$ cat config.mk
export PLATFORM = sky130hd
export DESIGN_NAME = alu_exec_flat
export DESIGN_NICKNAME = d
export VERILOG_FILES = /design/src/rtl/alu_exec_if.sv /design/src/rtl/alu_exec.sv /design/src/flat_wrapper.sv
export SDC_FILE = /design/constraint.sdc
export NUM_CORES = 1
export LEC_CHECK = 0
export BUFFER_PORTS_ARGS = -buffer_cell sky130_fd_sc_hd__buf_4
export CAP_MARGIN = 25
export CORE_UTILIZATION = 55
export DETAILED_ROUTE_END_ITERATION = 7
export PLACE_DENSITY = 0.75
export SKIP_CTS_REPAIR_TIMING = 1
export SLEW_MARGIN = 20
export SYNTH_ARGS = -nofsm -noshare
export SYNTH_HDL_FRONTEND = slang
export SYNTH_SLANG_ARGS = --single-unit
$ cat constraint.sdc
create_clock -name clk -period 5 [get_ports clk]
set_input_delay 0.5 -clock clk [delete_from_list [all_inputs] [get_ports clk]]
set_output_delay 0.5 -clock clk [all_outputs]
set_load 0.02 [all_outputs]
$ cat src/rtl/alu_exec_if.sv
// alu_exec_if -- operation/result bundle between the execute stage and alu_exec.
//
// Parameter: WIDTH  datapath width (must match the alu_exec instance).
//
// Signals (direction as seen by the unit, i.e. the slave modport):
//   Flush       in   abandon any in-flight divide
//   InValid     in   operation presented this cycle
//   InReady     out  unit can accept an operation
//   opb5        in   opcode bit 5 (1 = R-type)
//   funct3      in   instruction funct3
//   funct7b5    in   funct7 bit 5
//   funct7b0    in   funct7 bit 0 (M-extension select)
//   ALUOp       in   00 add, 01 sub, 10/11 decode by funct fields
//   SrcA, SrcB  in   operands
//   ALUControl  out  combinational decode of the current inputs
//   OutValid    out  one-cycle completion pulse
//   ALUResult   out  registered result, held until the next completion
//   Zero        out  registered ALUResult == 0
interface alu_exec_if #(
    parameter int WIDTH = 32
);
    logic             Flush;
    logic             InValid;
    logic             InReady;
    logic             opb5;
    logic [2:0]       funct3;
    logic             funct7b5;
    logic             funct7b0;
    logic [1:0]       ALUOp;
    logic [WIDTH-1:0] SrcA;
    logic [WIDTH-1:0] SrcB;
    logic [3:0]       ALUControl;
    logic             OutValid;
    logic [WIDTH-1:0] ALUResult;
    logic             Zero;

    // Execute stage drives the operation and observes the result.
    modport master (
        output Flush, InValid, opb5, funct3, funct7b5, funct7b0, ALUOp, SrcA, SrcB,
        input  InReady, ALUControl, OutValid, ALUResult, Zero
    );

    // The execute unit itself.
    modport slave (
        input  Flush, InValid, opb5, funct3, funct7b5, funct7b0, ALUOp, SrcA, SrcB,
        output InReady, ALUControl, OutValid, ALUResult, Zero
    );
endinterface

$ cat src/rtl/alu_exec.sv
// alu_exec -- execute unit: ALU decode, base RV integer ALU and, optionally,
// the RV M extension (single-cycle multiply, iterative restoring divide).
//
// Build option: define ALU_EXEC_MDU_EN to include the multiplier, the divide
// sequencer (IDLE/DIV/FIX) and M-op decode. Without it funct7b0 and Flush are
// ignored, InReady is tied high and every operation completes in one cycle.
//
// Ports:
//   clk    in  rising-edge clock
//   reset  in  synchronous, active-high reset
//   bus    alu_exec_if.slave -- operation in, InReady/ALUControl/result out
//
// Timing: base ops, multiplies and divide fast paths (divisor 0, signed
// overflow) raise OutValid the cycle after acceptance. Other divides take
// WIDTH shift-subtract cycles plus one sign-fix cycle, InReady low meanwhile.
module alu_exec #(
    parameter int WIDTH = 32
) (
    input  logic       clk,
    input  logic       reset,
    alu_exec_if.slave  bus
);
    localparam int SW = $clog2(WIDTH);

    logic [3:0]       w_alu_control;
    logic [WIDTH-1:0] w_base_result;
    logic [SW-1:0]    w_shamt;
    logic             w_is_m;

    logic [WIDTH-1:0] r_result;
    logic             r_zero;
    logic             r_out_valid;

    assign w_shamt = bus.SrcB[SW-1:0];

`ifdef ALU_EXEC_MDU_EN
    assign w_is_m = bus.ALUOp[1] & bus.opb5 & bus.funct7b0;
`else
    assign w_is_m = 1'b0;
`endif

    // ALU operation decode; M ops report add (0000).
    always_comb begin
        w_alu_control = 4'b0000;
        case (bus.ALUOp)
            2'b00:   w_alu_control = 4'b0000;
            2'b01:   w_alu_control = 4'b0001;
            default: begin
                case (bus.funct3)
                    3'b000:  w_alu_control = (bus.opb5 & bus.funct7b5) ? 4'b0001 : 4'b0000;
                    3'b001:  w_alu_control = 4'b1000;
                    3'b010:  w_alu_control = 4'b0101;
                    3'b011:  w_alu_control = 4'b1001;
                    3'b100:  w_alu_control = 4'b0100;
                    3'b101:  w_alu_control = bus.funct7b5 ? 4'b0111 : 4'b0110;
                    3'b110:  w_alu_control = 4'b0011;
                    default: w_alu_control = 4'b0010;
                endcase
            end
        endcase
        if (w_is_m) begin
            w_alu_control = 4'b0000;
        end
    end

    assign bus.ALUControl = w_alu_control;

    always_comb begin
        w_base_result = '0;
        case (w_alu_control)
            4'b0000: w_base_result = bus.SrcA + bus.SrcB;
            4'b0001: w_base_result = bus.SrcA - bus.SrcB;
            4'b0010: w_base_result = bus.SrcA & bus.SrcB;
            4'b0011: w_base_result = bus.SrcA | bus.SrcB;
            4'b0100: w_base_result = bus.SrcA ^ bus.SrcB;
            4'b0101: w_base_result = {{(WIDTH-1){1'b0}}, ($signed(bus.SrcA) < $signed(bus.SrcB))};
            4'b0110: w_base_result = bus.SrcA >> w_shamt;
            4'b0111: w_base_result = $signed(bus.SrcA) >>> w_shamt;
            4'b1000: w_base_result = bus.SrcA << w_shamt;
            4'b1001: w_base_result = {{(WIDTH-1){1'b0}}, (bus.SrcA < bus.SrcB)};
            default: w_base_result = '0;
        endcase
    end

`ifdef ALU_EXEC_MDU_EN
    typedef enum logic [1:0] {S_IDLE, S_DIV, S_FIX} state_t;

    state_t           r_state;
    logic [WIDTH-1:0] r_quo;      // dividend shifts out the top, quotient bits shift in
    logic [WIDTH-1:0] r_rem;
    logic [WIDTH-1:0] r_dvs;
    logic             r_neg_q;
    logic             r_neg_r;
    logic             r_is_rem;
    logic [SW-1:0]    r_cnt;

    logic [2*WIDTH-1:0] w_ma, w_mb, w_prod;
    logic [WIDTH-1:0]   w_mdu_result, w_result_now;
    logic [WIDTH-1:0]   w_a_mag, w_b_mag, w_fix_result;
    logic [WIDTH:0]     w_shift_rem, w_trial;
    logic               w_is_div, w_div_signed, w_div_zero, w_div_ovf, w_div_fast;
    logic               w_a_neg, w_b_neg;

    assign w_is_div     = w_is_m & bus.funct3[2];
    assign w_div_signed = ~bus.funct3[0];
    assign w_div_zero   = (bus.SrcB == '0);
    assign w_div_ovf    = w_div_signed & (bus.SrcA == {1'b1, {(WIDTH-1){1'b0}}}) & (&bus.SrcB);
    assign w_div_fast   = w_div_zero | w_div_ovf;

    // Operands extended to 2*WIDTH so one unsigned multiply yields the correct
    // high word for mulh (s x s), mulhsu (s x u) and mulhu (u x u).
    assign w_ma   = {{WIDTH{(bus.funct3[1:0] != 2'b11) & bus.SrcA[WIDTH-1]}}, bus.SrcA};
    assign w_mb   = {{WIDTH{(bus.funct3[1:0] == 2'b01) & bus.SrcB[WIDTH-1]}}, bus.SrcB};
    assign w_prod = w_ma * w_mb;

    always_comb begin
        w_mdu_result = w_prod[2*WIDTH-1:WIDTH];
        if (bus.funct3 == 3'b000) begin
            w_mdu_result = w_prod[WIDTH-1:0];
        end else if (bus.funct3[2]) begin
            // Only reached for fast-path divides: divisor 0 or signed overflow.
            if (bus.funct3[1]) begin
                w_mdu_result = w_div_zero ? bus.SrcA : '0;
            end else begin
                w_mdu_result = w_div_zero ? '1 : bus.SrcA;
            end
        end
    end

    assign w_result_now = w_is_m ? w_mdu_result : w_base_result;

    assign w_a_neg = w_div_signed & bus.SrcA[WIDTH-1];
    assign w_b_neg = w_div_signed & bus.SrcB[WIDTH-1];
    assign w_a_mag = w_a_neg ? -bus.SrcA : bus.SrcA;
    assign w_b_mag = w_b_neg ? -bus.SrcB : bus.SrcB;

    // Restoring step: remainder stays below the divisor, so WIDTH bits hold it.
    assign w_shift_rem = {r_rem, r_quo[WIDTH-1]};
    assign w_trial     = w_shift_rem - {1'b0, r_dvs};

    assign w_fix_result = r_is_rem ? (r_neg_r ? -r_rem : r_rem)
                                   : (r_neg_q ? -r_quo : r_quo);

    assign bus.InReady = (r_state == S_IDLE);

    always_ff @(posedge clk) begin
        if (reset) begin
            r_state     <= S_IDLE;
            r_result    <= '0;
            r_zero      <= 1'b1;
            r_out_valid <= 1'b0;
            r_cnt       <= '0;
        end else begin
            r_out_valid <= 1'b0;
            case (r_state)
                S_IDLE: begin
                    if (bus.InValid && !bus.Flush) begin
                        if (w_is_div && !w_div_fast) begin
                            r_quo    <= w_a_mag;
                            r_rem    <= '0;
                            r_dvs    <= w_b_mag;
                            r_neg_q  <= w_a_neg ^ w_b_neg;
                            r_neg_r  <= w_a_neg;
                            r_is_rem <= bus.funct3[1];
                            r_cnt    <= '0;
                            r_state  <= S_DIV;
                        end else begin
                            r_result    <= w_result_now;
                            r_zero      <= (w_result_now == '0);
                            r_out_valid <= 1'b1;
                        end
                    end
                end
                S_DIV: begin
                    if (bus.Flush) begin
                        r_state <= S_IDLE;
                    end else begin
                        if (!w_trial[WIDTH]) begin
                            r_rem <= w_trial[WIDTH-1:0];
                            r_quo <= {r_quo[WIDTH-2:0], 1'b1};
                        end else begin
                            r_rem <= w_shift_rem[WIDTH-1:0];
                            r_quo <= {r_quo[WIDTH-2:0], 1'b0};
                        end
                        r_cnt <= r_cnt + 1'b1;
                        if (r_cnt == SW'(WIDTH-1)) begin
                            r_state <= S_FIX;
                        end
                    end
                end
                default: begin
                    if (!bus.Flush) begin
                        r_result    <= w_fix_result;
                        r_zero      <= (w_fix_result == '0);
                        r_out_valid <= 1'b1;
                    end
                    r_state <= S_IDLE;
                end
            endcase
        end
    end
`else
    logic w_unused;
    assign w_unused    = &{1'b0, bus.Flush, bus.funct7b0, w_is_m};
    assign bus.InReady = 1'b1;

    always_ff @(posedge clk) begin
        if (reset) begin
            r_result    <= '0;
            r_zero      <= 1'b1;
            r_out_valid <= 1'b0;
        end else begin
            r_out_valid <= bus.InValid;
            if (bus.InValid) begin
                r_result <= w_base_result;
                r_zero   <= (w_base_result == '0);
            end
        end
    end
`endif

    assign bus.OutValid  = r_out_valid;
    assign bus.ALUResult = r_result;
    assign bus.Zero      = r_zero;
endmodule

$ cat src/flat_wrapper.sv
// flat-port wrapper written by rule: the top's interface ports become plain ports
module alu_exec_flat 
#(
    parameter int WIDTH = 32
)
  (clk, reset, bus_Flush, bus_InValid, bus_opb5, bus_funct3, bus_funct7b5, bus_funct7b0, bus_ALUOp, bus_SrcA, bus_SrcB, bus_InReady, bus_ALUControl, bus_OutValid, bus_ALUResult, bus_Zero);
  alu_exec_if #(.WIDTH(WIDTH)) bus_i ();
  input  logic clk;
  input  logic reset;
  input wire logic [$bits(bus_i.Flush)-1:0] bus_Flush;
  input wire logic [$bits(bus_i.InValid)-1:0] bus_InValid;
  input wire logic [$bits(bus_i.opb5)-1:0] bus_opb5;
  input wire logic [$bits(bus_i.funct3)-1:0] bus_funct3;
  input wire logic [$bits(bus_i.funct7b5)-1:0] bus_funct7b5;
  input wire logic [$bits(bus_i.funct7b0)-1:0] bus_funct7b0;
  input wire logic [$bits(bus_i.ALUOp)-1:0] bus_ALUOp;
  input wire logic [$bits(bus_i.SrcA)-1:0] bus_SrcA;
  input wire logic [$bits(bus_i.SrcB)-1:0] bus_SrcB;
  output wire logic [$bits(bus_i.InReady)-1:0] bus_InReady;
  output wire logic [$bits(bus_i.ALUControl)-1:0] bus_ALUControl;
  output wire logic [$bits(bus_i.OutValid)-1:0] bus_OutValid;
  output wire logic [$bits(bus_i.ALUResult)-1:0] bus_ALUResult;
  output wire logic [$bits(bus_i.Zero)-1:0] bus_Zero;
  assign bus_i.Flush = bus_Flush;
  assign bus_i.InValid = bus_InValid;
  assign bus_i.opb5 = bus_opb5;
  assign bus_i.funct3 = bus_funct3;
  assign bus_i.funct7b5 = bus_funct7b5;
  assign bus_i.funct7b0 = bus_funct7b0;
  assign bus_i.ALUOp = bus_ALUOp;
  assign bus_i.SrcA = bus_SrcA;
  assign bus_i.SrcB = bus_SrcB;
  assign bus_InReady = bus_i.InReady;
  assign bus_ALUControl = bus_i.ALUControl;
  assign bus_OutValid = bus_i.OutValid;
  assign bus_ALUResult = bus_i.ALUResult;
  assign bus_Zero = bus_i.Zero;
  alu_exec #(.WIDTH(WIDTH)) u_core (.clk(clk), .reset(reset), .bus(bus_i));
endmodule
==> qor.csv <==
metric;value;unit
finalCriticalPeriod;4.50;ns
grt_max_degree;83;
fin_crit_sh;0.901;
hold_path_class;reg2reg;
clkLatencyLatePin;0.28;ns
antenna_found_initial;2;
antenna_cells;0;
first_pass_iters;7;
ant_nets;0;
drive_above_1_share;0.169;
finClkSkew;0;ns
core;21000;um^2
clock-root-buffer;clkbuf_16;
synthCells;1634;
max-cap-violations;0;
cp-end-kind;flip-flop;
finalInstanceArea;12700;um^2
synth_area;11700;um^2
dpl_cell_area;12600;um^2
tightest_slew;1.12;ns
synth_cell_types;90;
critPathLaunchType;input port;
fmax;0.222;GHz
vias_per_cell;7.54;
dp_hpwl;43400;um
syn_area_per_cell;7.17;um^2
rr_endpoint;u_core.bus.ALUResult[31]$_SDFFE_PP0P_;
synth_flop_cell;dfxtp_1;
yosysWarnings;0;
p_total;2.14;mW
hold_path_startpoint;u_core.bus.ALUResult[3]$_SDFFE_PP0P_;
hold_ws;0.481;ns
rr_worst_depth;2;
ir_worst_vdd;0.139;mV
r2r_slack;4.18;ns
synth-edff-count;0;
worstSetupPathType;in2reg;
tns;0;ns
holdPathStages;2;
ys_ff_latch;34;
grt_pass1_vias;13388;
gr-usage-all-layers;0.504;
whs_endpoint;u_core.bus.ALUResult[3]$_SDFFE_PP0P_;
crit_fanout;31;
die_area;21900;um^2
cts_buffers;5;
drc;0;
r2r_start;u_core.bus.ALUResult[31]$_SDFFE_PP0P_;
rows;53;
overflow;0;
rsz0062_at_grt;false;
die_h;148;um
fp.dieW;148;um
routedWlPerCell;29.2;um
grt_pass1_wl;83400;um
slew_viol_final;0;
synth_seq_area_share;0.0581;
final_hold_viol_count;0;
outcome;complete, no violations;
maxSlewHeadroom;0.249;
drt_iter0_drc;2213;
initial_core_util;0.559;
clk_pin_slew;0.05;ns
port_buffers;111;
num_vias;14612;
async_reset_ff_frac;0;
io_pins;115;
final_nets;1839;
syn-num-nets;1812;
critPathRequiredTime;5.21;ns
powerDensity;168;nW/um^2
area_delta_synth_final;8.86;%
crit_arrival;4.71;ns
clockBufferDepth;2;
cts_tree;built;
place_congestion;1.10;
totalWireLength;56500;um
cts_sinks;34;
h-tree-depth;2;
finalSetupViolations;0;
p_leak;5.40;nW
metrics by stage:
stage | util | setup slack, ns | cells
after detailed placement | 0.601 | 0.554 | 1928
after global routing | 0.608 | 0.324 | 1937
after global placement | 0.601 | 0.645 | 1928
after CTS | 0.608 | 0.801 | 1936
final | 0.608 | 0.496 | 1937
after floorplan | - | 0.717 | 1634
routing by layer:
| layer | global-route usage | part of all wire | wire length [um] |
|---|---|---|---|
| met2 | 0.777 | 0.43 | 24200 |
| met3 | 0.110 | 0.14 | 7660 |
| met1 | 0.654 | 0.37 | 21000 |
| met4 | 0.275 | 0.066 | 3750 |
| met5 | 0 | 0.00041 | 23 |
layout make-up:
class / count / area, um^2
Clock inverter: 1 / 5.00
Sequential cell: 34 / 681
Multi-Input combinational cell: 1356 / 9970
Clock buffer: 7 / 143
Tap cell: 275 / 344
Fill cell: 1976 / 8210
Timing Repair Buffer: 159 / 1220
Inverter: 105 / 394
cell usage after synthesis, types with 34 or more instances:
cell | n | area [um^2]
a211oi_1 | 37 | 278
a21oi_1 | 106 | 531
clkbuf_1 | 80 | 300
dfxtp_1 | 34 | 681
ha_1 | 100 | 1250
inv_1 | 104 | 390
mux2i_1 | 56 | 561
mux4_2 | 51 | 1150
nand2_1 | 154 | 578
nand3_1 | 35 | 175
nor2_1 | 174 | 653
nor3_1 | 56 | 280
o21ai_0 | 81 | 405
logic make-up after synthesis:
kind of cell             share of synthesized area
AO/OA/AOI/OAI                                0.328
XOR/XNOR                                   0.00673
adder cells (fa/ha/maj)                      0.110
buffers and inverters                       0.0921
flip-flops                                  0.0581
multiplexers                                 0.172
other                                     0.000320
AND/OR/NAND/NOR                              0.233
registers in the layout, summed over array words and instances (netlist names):
| signal | count |
|---|---|
| u_core.bus.ALUResult | 32 |
| u_core.bus.OutValid | 1 |
| u_core.bus.Zero | 1 |
worst max-delay path: stages:
cell and delay [ns]:
buf_4 0.15, inv_1 0.13, buf_4 0.42, ha_1 0.24
nor2_1 0.06, a2111oi_2 0.67, nor2_1 0.14, a221o_1 0.41
a221oi_1 0.42, nand4_1 0.14, nor4_1 0.50, nand4_1 0.23
nor4_2 0.39, nand4_1 0.15, o21ai_1 0.16
how the worst max path moves through the flow:
stage	startpoint	to	slack (ns)
4_1_cts	bus_SrcB[1]	u_core.bus.Zero$_SDFFE_PP1P_	0.80
3_5_place_dp	bus_SrcB[1]	u_core.bus.Zero$_SDFFE_PP1P_	0.55
6_report	bus_SrcB[1]	u_core.bus.Zero$_SDFFE_PP1P_	0.50
2_1_floorplan	bus_SrcB[3]	u_core.bus.Zero$_SDFFE_PP1P_	0.72
3_3_place_gp	bus_SrcB[1]	u_core.bus.Zero$_SDFFE_PP1P_	0.65
5_1_grt	bus_SrcB[1]	u_core.bus.Zero$_SDFFE_PP1P_	0.32
cell usage in the layout, fill, tap and decap left out, types with 14 or more instances in the layout:
| master | count |
|---|---|
| a221oi_1 | 22 |
| and3_1 | 15 |
| nor2b_1 | 23 |
| a211oi_1 | 37 |
| buf_4 | 156 |
| nor4_1 | 15 |
| o221ai_1 | 15 |
| nand2_1 | 154 |
| a22oi_1 | 20 |
| o21ai_0 | 81 |
| nand4_1 | 22 |
| ha_1 | 100 |
| dfxtp_1 | 34 |
| nor2_1 | 174 |
| mux2i_1 | 56 |
| mux4_2 | 51 |
| inv_1 | 104 |
| a21o_1 | 23 |
| nand2b_1 | 22 |
| nor3_1 | 56 |
| mux2_2 | 25 |
| o31ai_1 | 14 |
| nand3_1 | 35 |
| o211ai_1 | 29 |
| o21a_1 | 16 |
| a21oi_1 | 106 |
report_power, final:
| group | internal (mW) | switching (mW) | total, mW |
|---|---|---|---|
| Sequential | 0.298 | 0.0136 | 0.311 |
| Combinational | 0.544 | 0.981 | 1.52 |
| Clock | 0.197 | 0.108 | 0.305 |
Note: power is estimated with default switching activity, not from simulation.
